===== config.mk =====
export PLATFORM = sky130hd
export DESIGN_NAME = seven_seg_scan_decoder
export DESIGN_NICKNAME = d
export VERILOG_FILES = /design/src/rtl/seven_seg_pkg.sv /design/src/rtl/seven_seg_pattern_decode.sv /design/src/rtl/seven_seg_scan_decoder.sv
export SDC_FILE = /design/constraint.sdc
export NUM_CORES = 1
export LEC_CHECK = 0
export CAP_MARGIN = 30
export CORE_ASPECT_RATIO = 0.6
export CORE_UTILIZATION = 40
export CTS_CLUSTER_DIAMETER = 120
export DETAILED_ROUTE_END_ITERATION = 10
export GPL_ROUTABILITY_DRIVEN = 1
export PLACE_DENSITY_LB_ADDON = 0.15
export SYNTH_ARGS = -nofsm -noshare
export SYNTH_HDL_FRONTEND = slang
export SYNTH_SLANG_ARGS = --single-unit

===== constraint.sdc =====
create_clock -name clk -period 2.7 [get_ports clk]
set_input_delay 0.54 -clock clk [delete_from_list [all_inputs] [get_ports clk]]
set_output_delay 0.54 -clock clk [all_outputs]
set_load 0.1 [all_outputs]

===== src/rtl/seven_seg_pkg.sv =====
// Shared seven-segment definitions (GFEDCBA bit order, 1 = lit) used by the
// display encoder and the scan decoder.
package seven_seg_pkg;

    localparam logic [6:0] SEG_0     = 7'h3F;
    localparam logic [6:0] SEG_1     = 7'h06;
    localparam logic [6:0] SEG_2     = 7'h5B;
    localparam logic [6:0] SEG_3     = 7'h4F;
    localparam logic [6:0] SEG_4     = 7'h66;
    localparam logic [6:0] SEG_5     = 7'h6D;
    localparam logic [6:0] SEG_6     = 7'h7D;
    localparam logic [6:0] SEG_7     = 7'h07;
    localparam logic [6:0] SEG_8     = 7'h7F;
    localparam logic [6:0] SEG_9     = 7'h6F;
    localparam logic [6:0] SEG_A     = 7'h77;
    localparam logic [6:0] SEG_B     = 7'h7C;
    localparam logic [6:0] SEG_C     = 7'h58;
    localparam logic [6:0] SEG_D     = 7'h5E;
    localparam logic [6:0] SEG_E     = 7'h79;
    localparam logic [6:0] SEG_F     = 7'h71;
    localparam logic [6:0] SEG_BLANK = 7'h00;

    typedef enum logic [1:0] {
        IDLE,
        SETTLE,
        CAPTURED
    } scan_state_t;

endpackage


===== src/rtl/seven_seg_pattern_decode.sv =====
// Combinational seven-segment pattern to hex nibble decoder; flags blank and
// patterns that are not part of the glyph set.
module seven_seg_pattern_decode
    import seven_seg_pkg::*;
(
    input  logic [6:0] seg,
    output logic [3:0] hex,
    output logic       blank,
    output logic       legal
);

    always_comb begin
        hex   = 4'h0;
        blank = 1'b0;
        legal = 1'b1;
        case (seg)
            SEG_0:     hex = 4'h0;
            SEG_1:     hex = 4'h1;
            SEG_2:     hex = 4'h2;
            SEG_3:     hex = 4'h3;
            SEG_4:     hex = 4'h4;
            SEG_5:     hex = 4'h5;
            SEG_6:     hex = 4'h6;
            SEG_7:     hex = 4'h7;
            SEG_8:     hex = 4'h8;
            SEG_9:     hex = 4'h9;
            SEG_A:     hex = 4'hA;
            SEG_B:     hex = 4'hB;
            SEG_C:     hex = 4'hC;
            SEG_D:     hex = 4'hD;
            SEG_E:     hex = 4'hE;
            SEG_F:     hex = 4'hF;
            SEG_BLANK: blank = 1'b1;
            default:   legal = 1'b0;
        endcase
    end

endmodule


===== src/rtl/seven_seg_scan_decoder.sv =====
// Samples a multiplexed seven-segment bus, debounces each digit, decodes it and
// assembles complete frames handed out over a valid/ready handshake.
module seven_seg_scan_decoder
    import seven_seg_pkg::*;
#(
    parameter int NUM_DIGITS    = 4,
    parameter int STABLE_CYCLES = 4
) (
    input  logic                    clk,
    input  logic                    reset_n,
    input  logic [6:0]              seg_in,
    input  logic [NUM_DIGITS-1:0]   digit_sel,
    output logic [4*NUM_DIGITS-1:0] frame_value,
    output logic [NUM_DIGITS-1:0]   frame_blank,
    output logic                    frame_valid,
    input  logic                    frame_ready,
    output logic                    err_pulse,
    output logic                    ovf_pulse
);

    localparam int CNT_W = $clog2(STABLE_CYCLES + 1);
    localparam logic [CNT_W-1:0] CNT_MAX = CNT_W'(STABLE_CYCLES);
    localparam logic [CNT_W-1:0] CNT_ONE = CNT_W'(1);

    scan_state_t               state_q, state_d;
    logic [CNT_W-1:0]          count_q, count_d;
    logic [NUM_DIGITS-1:0]     prev_sel_q, prev_sel_d;
    logic [6:0]                prev_seg_q, prev_seg_d;
    logic [4*NUM_DIGITS-1:0]   staging_value_q, staging_value_d;
    logic [NUM_DIGITS-1:0]     staging_blank_q, staging_blank_d;
    logic [NUM_DIGITS-1:0]     seen_q, seen_d;
    logic [4*NUM_DIGITS-1:0]   frame_value_q, frame_value_d;
    logic [NUM_DIGITS-1:0]     frame_blank_q, frame_blank_d;
    logic                      frame_valid_q, frame_valid_d;
    logic                      err_q, err_d;
    logic                      ovf_q, ovf_d;

    logic       sel_onehot;
    logic       sel_multi;
    logic       sample_same;
    logic       capture;
    logic [3:0] pat_hex;
    logic       pat_blank;
    logic       pat_legal;

    seven_seg_pattern_decode u_decode (
        .seg   (seg_in),
        .hex   (pat_hex),
        .blank (pat_blank),
        .legal (pat_legal)
    );

    assign sel_onehot  = (digit_sel != '0) &&
                         ((digit_sel & (digit_sel - NUM_DIGITS'(1))) == '0);
    assign sel_multi   = (digit_sel != '0) && !sel_onehot;
    assign sample_same = (digit_sel == prev_sel_q) && (seg_in == prev_seg_q);

    // Capture fires on the edge where the run of identical samples reaches
    // STABLE_CYCLES; CAPTURED then blocks re-capture until the sample changes.
    always_comb begin
        state_d = state_q;
        count_d = count_q;
        capture = 1'b0;
        case (state_q)
            IDLE: begin
                if (sel_onehot) begin
                    state_d = SETTLE;
                    count_d = CNT_ONE;
                end else begin
                    count_d = '0;
                end
            end
            SETTLE: begin
                if (!sel_onehot) begin
                    state_d = IDLE;
                    count_d = '0;
                end else if (sample_same) begin
                    count_d = (count_q == CNT_MAX) ? CNT_MAX : count_q + CNT_ONE;
                end else begin
                    count_d = CNT_ONE;
                end
            end
            CAPTURED: begin
                if (!sel_onehot) begin
                    state_d = IDLE;
                    count_d = '0;
                end else if (!sample_same) begin
                    state_d = SETTLE;
                    count_d = CNT_ONE;
                end
            end
            default: begin
                state_d = IDLE;
                count_d = '0;
            end
        endcase
        if (state_d == SETTLE && count_d == CNT_MAX) begin
            capture = 1'b1;
            state_d = CAPTURED;
        end
    end

    // Multi-hot strobes only report when the strobe value itself is new, so a
    // stuck multi-hot bus does not flood err_pulse.
    always_comb begin
        prev_sel_d      = digit_sel;
        prev_seg_d      = seg_in;
        staging_value_d = staging_value_q;
        staging_blank_d = staging_blank_q;
        seen_d          = seen_q;
        frame_value_d   = frame_value_q;
        frame_blank_d   = frame_blank_q;
        frame_valid_d   = frame_valid_q;
        ovf_d           = 1'b0;
        err_d           = sel_multi && ((state_q != IDLE) || (digit_sel != prev_sel_q));

        if (frame_valid_q && frame_ready) begin
            frame_valid_d = 1'b0;
        end

        if (capture) begin
            if (!pat_legal) begin
                err_d = 1'b1;
            end else begin
                for (int i = 0; i < NUM_DIGITS; i++) begin
                    if (digit_sel[i]) begin
                        staging_value_d[4*i +: 4] = pat_hex;
                        staging_blank_d[i]        = pat_blank;
                    end
                end
                seen_d = seen_q | digit_sel;
                if (&seen_d) begin
                    seen_d = '0;
                    if (!frame_valid_q || frame_ready) begin
                        frame_value_d = staging_value_d;
                        frame_blank_d = staging_blank_d;
                        frame_valid_d = 1'b1;
                    end else begin
                        ovf_d = 1'b1;
                    end
                end
            end
        end
    end

    always_ff @(posedge clk or negedge reset_n) begin
        if (!reset_n) begin
            state_q         <= IDLE;
            count_q         <= '0;
            prev_sel_q      <= '0;
            prev_seg_q      <= '0;
            staging_value_q <= '0;
            staging_blank_q <= '0;
            seen_q          <= '0;
            frame_value_q   <= '0;
            frame_blank_q   <= '0;
            frame_valid_q   <= 1'b0;
            err_q           <= 1'b0;
            ovf_q           <= 1'b0;
        end else begin
            state_q         <= state_d;
            count_q         <= count_d;
            prev_sel_q      <= prev_sel_d;
            prev_seg_q      <= prev_seg_d;
            staging_value_q <= staging_value_d;
            staging_blank_q <= staging_blank_d;
            seen_q          <= seen_d;
            frame_value_q   <= frame_value_d;
            frame_blank_q   <= frame_blank_d;
            frame_valid_q   <= frame_valid_d;
            err_q           <= err_d;
            ovf_q           <= ovf_d;
        end
    end

    assign frame_value = frame_value_q;
    assign frame_blank = frame_blank_q;
    assign frame_valid = frame_valid_q;
    assign err_pulse   = err_q;
    assign ovf_pulse   = ovf_q;

endmodule


; Word level (Yosys, flattened, before mapping)
; Index checks and enable logic that the tools add are counted.
; Widths: inputs -> output; s select.
[op_classes]
n_addsub = 2
eq_ne = 24
muxes = 37
n_bitwise = 2
n_reduce_logical = 19
[op_table]
columns = op, n
row1 = $eq 7x7->1 const B, 13
row2 = $pmux 4 s15, 1
row3 = $mux 4, 5
row4 = $mux 1, 19
row5 = $reduce_or 17->1, 1
row6 = $mux 3, 5
row7 = $eq 7x3->1 const B, 2
row8 = $mux 2, 5
row9 = $pmux 3 s3, 1
row10 = $eq 7x6->1 const B, 1
row11 = $eq 7x7->1, 1
row12 = $logic_not 7->1, 1
row13 = $reduce_and 7->1, 1
row14 = $eq 3x3->1 const B, 2
row15 = $logic_and 1x1->1, 6
row16 = $pmux 2 s3, 1
row17 = $and 4x4->4, 1
row18 = $eq 2x1->1 const B, 2
row19 = $eq 4x4->1, 1
row20 = $logic_not 4->1, 1
row21 = $ne 4x4->1, 1
row22 = $or 4x4->4, 1
row23 = $reduce_and 4->1, 1
row24 = $reduce_bool 4->1, 1
row25 = other kinds (8), 10
[totals]
reg_bits = 63
inputBits = 14
out_inout_bits = 23
word_cells = 96

; Longest topological paths before layout
; Gate-level depths: netlist of run 1.
[logic_depth]
depth_word = 10
ltp_mapped = 10
depth_no_buf = 8

; By module
; Synthesis of run 1 repeated with hierarchy kept, for this count alone.
[hier_totals]
hier_cells = 257
area_unflattened_um2 = 3299.4
[by_module_without_submodules]
columns = module, n_inst, cells_per_inst, area_per_inst_um2
row1 = seven_seg_scan_decoder, 1, 204, 2959.1
row2 = seven_seg_pattern_decode, 1, 53, 340.3

; Worst setup path after synthesis of run 1
; OpenSTA, ideal clock, no wires.
[synth_path]
path_kind = in2reg
from = in digit_sel[1]
to = reg frame_blank_q[0], in the netlist frame_blank[0]
setup_ns = 0.125
arrival_time_ns = 2.753
t_required_ns = 2.575
setup_slack_ns = -0.178
path_stages = 9
cell_sequence = buf_2 -> or4b_1 -> o311ai_2 -> or4b_4 -> and3b_1 -> buf_4 -> nand4_4 -> buf_6 -> mux2_4
[synth_between]
elab_chain_cells = 10
elab_cells_between_ends = 24
[synth_lines]
columns = item, line
row1 = from (decl), seven_seg_scan_decoder.sv:12  ; input logic [NUM_DIGITS-1:0] digit_sel,
row2 = $sub 4x1->4, seven_seg_scan_decoder.sv:54  ; ((digit_sel & (digit_sel - NUM_DIGITS'(1))) == '0);
row3 = $and 4x4->4, seven_seg_scan_decoder.sv:54
row4 = $logic_not 4->1, seven_seg_scan_decoder.sv:54
row5 = $logic_and 1x1->1, seven_seg_scan_decoder.sv:53  ; assign sel_onehot = (digit_sel != '0) &&
row6 = "$mux 3, or another cell as far along", seven_seg_scan_decoder.sv:84  ; if (!sel_onehot) begin
row7 = $pmux 3 s3 / $pmux 2 s3 (equally long branches), seven_seg_scan_decoder.sv:64  ; case (state_q)
row8 = $eq 3x3->1 / $eq 2x1->1 (equally long branches), seven_seg_scan_decoder.sv:97  ; if (state_d == SETTLE && count_d == CNT_MAX) begin
row9 = $logic_and 1x1->1, seven_seg_scan_decoder.sv:97
row10 = $mux 1, seven_seg_scan_decoder.sv:97
row11 = $reduce_and 7->1 (no source line) *, -
row12 = to (signal assigned), seven_seg_scan_decoder.sv:169  ; frame_blank_q <= frame_blank_d;
row13 = to (decl), seven_seg_scan_decoder.sv:33  ; logic [NUM_DIGITS-1:0] frame_blank_q, frame_blank_d;
; Every way passes the cells marked *; elsewhere a longest branch is shown, timed or not.
; A chain may end at the register's enable or synchronous reset.

; Final worst setup path of run 1
[layout_path]
from = in digit_sel[3]
to = reg frame_value_q[5], in the netlist frame_value[5]
[layout_between]
elab_chain_cells = 10
elab_cells_between_ends = 24
[layout_lines]
columns = item, line
row1 = $sub 4x1->4, seven_seg_scan_decoder.sv:54
row2 = $and 4x4->4, seven_seg_scan_decoder.sv:54
row3 = $logic_not 4->1, seven_seg_scan_decoder.sv:54
row4 = $logic_and 1x1->1, seven_seg_scan_decoder.sv:53
row5 = "$mux 3, or another cell as far along", seven_seg_scan_decoder.sv:84
row6 = $pmux 3 s3 / $pmux 2 s3 (equally long branches), seven_seg_scan_decoder.sv:64
row7 = $eq 3x3->1 / $eq 2x1->1 (equally long branches), seven_seg_scan_decoder.sv:97
row8 = $logic_and 1x1->1, seven_seg_scan_decoder.sv:97
row9 = $mux 1, seven_seg_scan_decoder.sv:97
row10 = $reduce_and 7->1 (no source line) *, -
row11 = to (signal assigned), seven_seg_scan_decoder.sv:168  ; frame_value_q <= frame_value_d;
row12 = to (decl), seven_seg_scan_decoder.sv:32  ; logic [4*NUM_DIGITS-1:0] frame_value_q, frame_value_d;
; Marked as above.

==> results.py, run 1 <==
metrics = {
    "final_layout": {
        "drive_above_1_share": 0.447,
        "final_cell_area_sq_um": 4520,
        "final_util": 0.574,
        "area_growth_pct": 39.3,
        "nets": 385,
        "fin_cells": 482,
        "diodes": 0,
    },
    "timing": {
        "worst_pin_slew_ns": 0.799,
        "fin_crit_ns": 2.62,
        "finalHoldViolCount": 0,
        "fin_crit_sh": 0.972,
        "slew-limit-headroom": 0.467,
        "drv_slew": 0,
        "max_freq_mhz": 381,
        "fin_tns_setup_ns": 0,
        "fin_skew_ns": 0.00487,
        "finalSetupViolations": 0,
        "rsz0062_at_grt": "false",
    },
    "worst_setup_path": {
        "crit_type": "input port to register",
        "worstPathMaxFanout": 6,
        "arrival_ns": 2.84,
        "path_cells": "buf_2, or4b_4, o311ai_4, or4b_4, and3b_2, nand4_4, bufbuf_16, mux2_4",
        "path_depth": 8,
        "crit_slowest_cell": "or4b_4",
        "cp_num_buf_inv": 2,
        "worstPathRequired_ns": 2.92,
        "critical-path-top-delay-family": "simple AND/OR/NAND/NOR gates",
        "cp-end-kind": "register",
        "crit_top_cell": "or4b_4",
        "r2r_cells": 7,
        "crit_path_max_incr_delay_ns": 0.55,
        "r2r_slack_ns": 0.25,
        "critPathLaunchType": "input port",
    },
    "clocking": {
        "numCtsBuffers": 9,
        "cts_max_path_buffers": 2,
        "cts-root-buf": "clkbuf_16",
        "cts.sinks": 63,
        "cts_tree": "done",
        "htree_levels": 3,
        "clock_latency_ns": 0.34,
        "path_clk_slew_ns": 0.05,
        "ctsHoldBuffers": 0,
    },
    "pwr": {
        "p_seq_frac": 0.392,
        "switching_share": 0.228,
        "combPwrFrac": 0.102,
        "vdd_drop_max_mv": 0.313,
        "internal_power_w": 0.00190,
        "p_clk_frac": 0.506,
        "power_density_nw_per_um2": 545,
        "p_switching_w": 0.000561,
        "leakage_nw": 2.24,
        "totalPowerFinal_w": 0.00246,
    },
    "yosys": {
        "synth_cells": 280,
        "yosysSeqAreaShare": 0.486,
        "ys_ff_latch": 63,
        "synth_edf_count": 0,
        "synth_top_area_share": 0.486,
        "synthArstFlopShare": 1.00,
        "yosysWarnings": 0,
        "yosysTopAreaCell": "dfrtp_1",
        "syn_area_per_cell_sq_um": 11.6,
        "synth.distinct_cells": 49,
        "synth_flop_cell": "dfrtp_1",
        "netlist_area_sq_um": 3250,
        "yosys-top-cells-area": "dfrtp_1 49%, mux2_2 9.7%, mux2_4 9.2%, xnor2_1 3.5%, a21oi_1 2.6%",
        "syn_nets": 296,
    },
    "floorplan": {
        "initial_core_util": 0.412,
        "row_count": 25,
        "pin_count": 37,
        "core_sq_um": 7880,
        "die_height_microns": 71.8,
        "die_area_sq_um": 8490,
        "dieWidth_microns": 118,
    },
    "placed_design": {
        "place_area_sq_um": 4010,
        "dp.cells": 456,
        "port_buffers": 36,
        "dp_hpwl_microns": 5230,
        "place.gp.congestion": 0.821,
    },
    "grt": {
        "antenna_found_initial": 0,
        "grt_pass1_vias": 2341,
        "grt_pass1_wl_microns": 12500,
        "grt_use_total": 0.202,
        "grt_max_degree": 64,
        "gr-total-overflow": 0,
    },
    "routing": {
        "num_vias": 2453,
        "vias_per_cell": 5.09,
        "wirelength_microns": 7650,
        "ant_nets": 0,
        "avgRoutedWirePerCell_microns": 15.9,
        "dr.pass1.iters": 4,
        "remaining_drc_errors": 0,
        "drt-initial-drc-count": 93,
    },
    "hold_path": {
        "holdCritPathClass": "input port to asynchronous set/reset pin",
    },
    "run_status": {
        "outcome": "finished, final reports clean",
    },
    "job": {
        "maxCapViolations": 0,
    },
}
## cell usage after synthesis, types with 3 or more instances
cell,number
o211ai_1,4
and3b_1,3
nand3b_1,4
nor2_1,22
nand3_1,10
a31oi_1,3
clkbuf_1,13
a21oi_1,17
dfrtp_1,63
mux2_4,20
and3_1,3
nand4_1,6
nor3_1,5
xnor2_1,13
a21boi_0,4
nor2b_1,5
nand2_1,8
o21ai_0,3
inv_1,7
mux2_2,28
## repair_timing
action                                  CTS  global route
setup buffers                             4             5
pin swaps                                 5             5
gates resized for setup                  27            13
endpoints found under the setup margin   44            27
cloned                                    1             0
## cell type report
class,instances,area (sq um)
flip-flops and latches,63,1580
repair buffers,97,818
inverters,7,26.3
fillers,691,3360
well taps,108,135
multi-input cells,191,1640
clock inverters,5,81.3
clock buffers,11,243
## per-layer routing
layer | wire, microns | vias up | global-route usage
li1 | - | 1199 | -
met1 | 3860 | 1182 | 0.296
met2 | 3260 | 65 | 0.272
met3 | 426 | 7 | 0.0637
met4 | 102 | 0 | 0.0812
met5 | 0 | - | 0
## cells in the final DEF (no fill, tap or decap), drive strengths merged, types with 3 or more instances in the layout
master	n
buf	85
dfrtp	63
mux2	48
nor2	22
a21oi	17
clkbuf	14
xnor2	13
nand3	10
nand2	8
inv	7
nand4	7
nor2b	5
nor3	5
nand3b	4
o211ai	4
a21boi	4
dlymetal6s2s	4
or4b	3
a31oi	3
and3	3
o21ai	3
dlygate4sd2	3
and3b	3
## sequential cells by signal (all words and copies together), names as in the netlist
register / flops
count_q: 3
err_pulse: 1
frame_blank: 4
frame_valid: 1
frame_value: 16
ovf_pulse: 1
prev_seg_q: 7
prev_sel_q: 4
seen_q: 4
staging_blank_q: 4
staging_value_q: 16
state_q: 2
## power by group through the flow
stage | Sequential [W] | Combinational [W] | Clock (W)
global route | 0.000966 | 0.000279 | 0.00132
finish | 0.000965 | 0.000252 | 0.00125
CTS | 0.000964 | 0.000246 | 0.00128
detailed placement | 0.000981 | 0.000238 | 0
global placement | 0.000981 | 0.000238 | 0
floorplan | 0.000992 | 0.000112 | 0
## cell families after synthesis
kind of cell | count (synthesis) | share of synthesized area
AO/OA/AOI/OAI | 46 | 0.0952
XOR/XNOR | 14 | 0.0378
adder cells (fa/ha/maj) | 3 | 0.0108
buffers and inverters | 26 | 0.0366
flip-flops | 63 | 0.486
multiplexers | 48 | 0.190
AND/OR/NAND/NOR | 80 | 0.145
## stage by stage
stage / setup slack [ns] / hold slack, ns
floorplan: -0.143 / 0.244
global placement: -0.652 / 0.485
detailed placement: -0.699 / 0.491
CTS: -0.00335 / 0.413
global route: 0.0355 / 0.457
finish: 0.0759 / 0.376
## path summary, 6_finish.rpt
kind	startpoint	endpoint
max	digit_sel[3]	frame_value[5]
min	reset_n	ovf_pulse
max reg2reg	prev_seg_q[4]	frame_value[5]
min reg2reg	staging_blank_q[1]	staging_blank_q[1]
max in group asynchronous	reset_n	prev_seg_q[6]
min in group clk	staging_blank_q[1]	staging_blank_q[1]
No activity file was read; power rests on OpenSTA's default activity.
==> run 2: changes to the inputs <==
CAP_MARGIN = unset   (was 30)
MAX_ROUTING_LAYER = met4   (was unset)
==> run 2 against run 1 <==
Non-clock buffer count down 6. Count of clock-buffer cells in the layout down 2. Core utilization down 0.62 points. Largest cell class unchanged. Hold slack worse by 0.0090 ns. Routed wire length up 0.54%. Final cell count down 1.2%. Cell area down 1.1%. Die area unchanged. Sequential cell count unchanged. Via count up 0.69%. Critical endpoint is now frame_value[1]. Combinational power down 3%. Total power up 3.4%.
==> results.py, run 2 (same netlist as run 1, synthesis figures left out) <==
metrics = {
    "placed_design": {
        "dp_slack_ns": -0.691,
        "dp.cells": 455,
        "place.gp.congestion": 0.825,
        "dp_hpwl_microns": 5250,
        "port_buffers": 36,
    },
    "final_layout": {
        "fillers": 700,
        "diodes": 0,
        "final_cell_mix": "71 x buf_4, 63 x dfrtp_1, 28 x mux2_2",
        "area_growth_pct": 37.8,
        "mostFrequentLayoutCell": "buf_4",
        "fin_cells": 476,
        "nets": 379,
        "drive_above_1_share": 0.443,
    },
    "routing": {
        "avgRoutedWirePerCell_microns": 16.2,
        "num_vias": 2470,
        "drt-initial-drc-count": 84,
        "route.met2.wl_microns": 3270,
        "remaining_drc_errors": 0,
        "ant_nets": 0,
        "m1WireLength_microns": 4060,
        "wirelength_microns": 7690,
        "dr.pass1.iters": 4,
        "wl_met3_microns": 297,
        "vias_per_cell": 5.19,
        "highest-signal-layer": "met4",
    },
    "pwr": {
        "power_density_nw_per_um2": 569,
        "leakage_nw": 2.19,
        "vdd_drop_max_mv": 0.373,
    },
    "worst_setup_path": {
        "r2r_slack_ns": 0.19,
        "worstPathMaxFanout": 6,
        "r2r_cells": 8,
        "cp-end-kind": "register",
        "arrival_ns": 2.84,
        "critPathLaunchType": "input port",
        "worstPathRequired_ns": 2.91,
        "crit_type": "input port to register",
        "r2r_start": "prev_seg_q[0]",
        "reg2reg_to": "frame_value[1]",
    },
    "floorplan": {
        "dieWidth_microns": 118,
        "pin_count": 37,
        "core_sq_um": 7880,
        "row_count": 25,
        "initial_core_util": 0.412,
        "die_height_microns": 71.8,
        "die_area_sq_um": 8490,
    },
    "grt": {
        "grt_use_total": 0.210,
        "grt_max_degree": 64,
        "antenna_found_initial": 0,
        "grt_pass1_vias": 2394,
        "gr-total-overflow": 0,
        "grt_pass1_wl_microns": 12800,
    },
    "timing": {
        "rsz0062_at_grt": "false",
        "slew-limit-headroom": 0.445,
        "drv_slew": 0,
        "fin_crit_sh": 0.972,
        "max_freq_mhz": 381,
        "fin_crit_ns": 2.62,
        "finalSetupViolations": 0,
        "fin_ws_ns": 0.0761,
        "worst_pin_slew_ns": 0.833,
        "finalHoldViolCount": 0,
        "fin_skew_ns": 0.00506,
    },
    "run_status": {
        "outcome": "finished, final reports clean",
    },
    "hold_path": {
        "holdCritPathClass": "input port to asynchronous set/reset pin",
    },
    "clocking": {
        "clock_latency_ns": 0.33,
        "cts_tree": "done",
        "numCtsBuffers": 9,
        "ctsHoldBuffers": 0,
        "cts-root-buf": "clkbuf_16",
        "htree_levels": 3,
        "cts.sinks": 63,
        "cts_max_path_buffers": 2,
        "path_clk_slew_ns": 0.06,
    },
    "job": {
        "maxCapViolations": 0,
    },
}
[run 2: cell types whose count changed in the layout (fill, tap and decap cells not counted), moves of 3 or more]
cell and delta:
buf_6 -5, dlymetal6s2s_1 -3, buf_4 -3, nand3_2 +3, nand3_4 -3, dlygate4sd2_1 +3
[run 2: stage by stage]
stage	area [sq um]	hold WS [ns]	setup TNS (ns)	total power, W	utilization
6_report	4470	0.367	0	0.00255	0.568
5_1_grt	4470	0.476	0	0.00264	0.568
4_1_cts	4460	0.415	0	0.00257	0.566
3_5_place_dp	4010	0.491	-27.58	0.00122	0.508
3_3_place_gp	4010	0.487	-25.72	0.00122	0.508
2_1_floorplan	3300	0.244	-3.91	0.00110	-
[run 2: critical path: stages]
cell and delay, ns:
buf_2 0.14, or4b_4 0.53, o311ai_4 0.10, or4b_4 0.50, and3b_2 0.29, nand4_4 0.14
buf_12 0.17, buf_12 0.13, mux2_4 0.29
[run 2: metal layers]
layer  GRT usage  up-vias
met5           -        -
met4      0.0513        0
met3      0.0717        4
met2       0.295       54
met1       0.288     1230
li1            -     1182
[run 2: area by class of cell]
| type | instances | area [sq um] | area share |
|---|---|---|---|
| Sequential cell | 63 | 1580 | 0.352 |
| Tap cell | 108 | 135 | 0.0302 |
| Inverter | 7 | 26.3 | 0.00587 |
| Multi-Input combinational cell | 191 | 1630 | 0.364 |
| Clock buffer | 9 | 225 | 0.0503 |
| Clock inverter | 7 | 120 | 0.0268 |
| Timing Repair Buffer | 91 | 763 | 0.171 |
[run 2: timing repair]
action / CTS / global route
resized for setup: 27 / 8
endpoints found under the setup margin: 44 / 33
gates cloned: 1 / 0
setup buffers: 3 / 1
pin swaps: 6 / 4
[run 2: power by group]
| group | leakage (nW) | switching, W | internal [W] |
|---|---|---|---|
| sequential | 0.829 | 0.00000743 | 0.000957 |
| combinational | 1.20 | 0.000138 | 0.000106 |
| clock | 0.166 | 0.000436 | 0.000904 |
[run 2: how the worst max path moves through the flow]
| stage | from | endpoint | slack [ns] | cells past startpoint |
|---|---|---|---|---|
| after CTS | digit_sel[0] | frame_value[1] | 0.01 | 9 |
| after global placement | digit_sel[3] | staging_value_q[4] | -0.65 | 8 |
| after global routing | digit_sel[3] | frame_value[2] | 0.02 | 9 |
| final | digit_sel[3] | frame_value[1] | 0.08 | 9 |
| after floorplan | digit_sel[3] | frame_blank[0] | -0.14 | 9 |
| after detailed placement | digit_sel[3] | staging_value_q[8] | -0.69 | 8 |
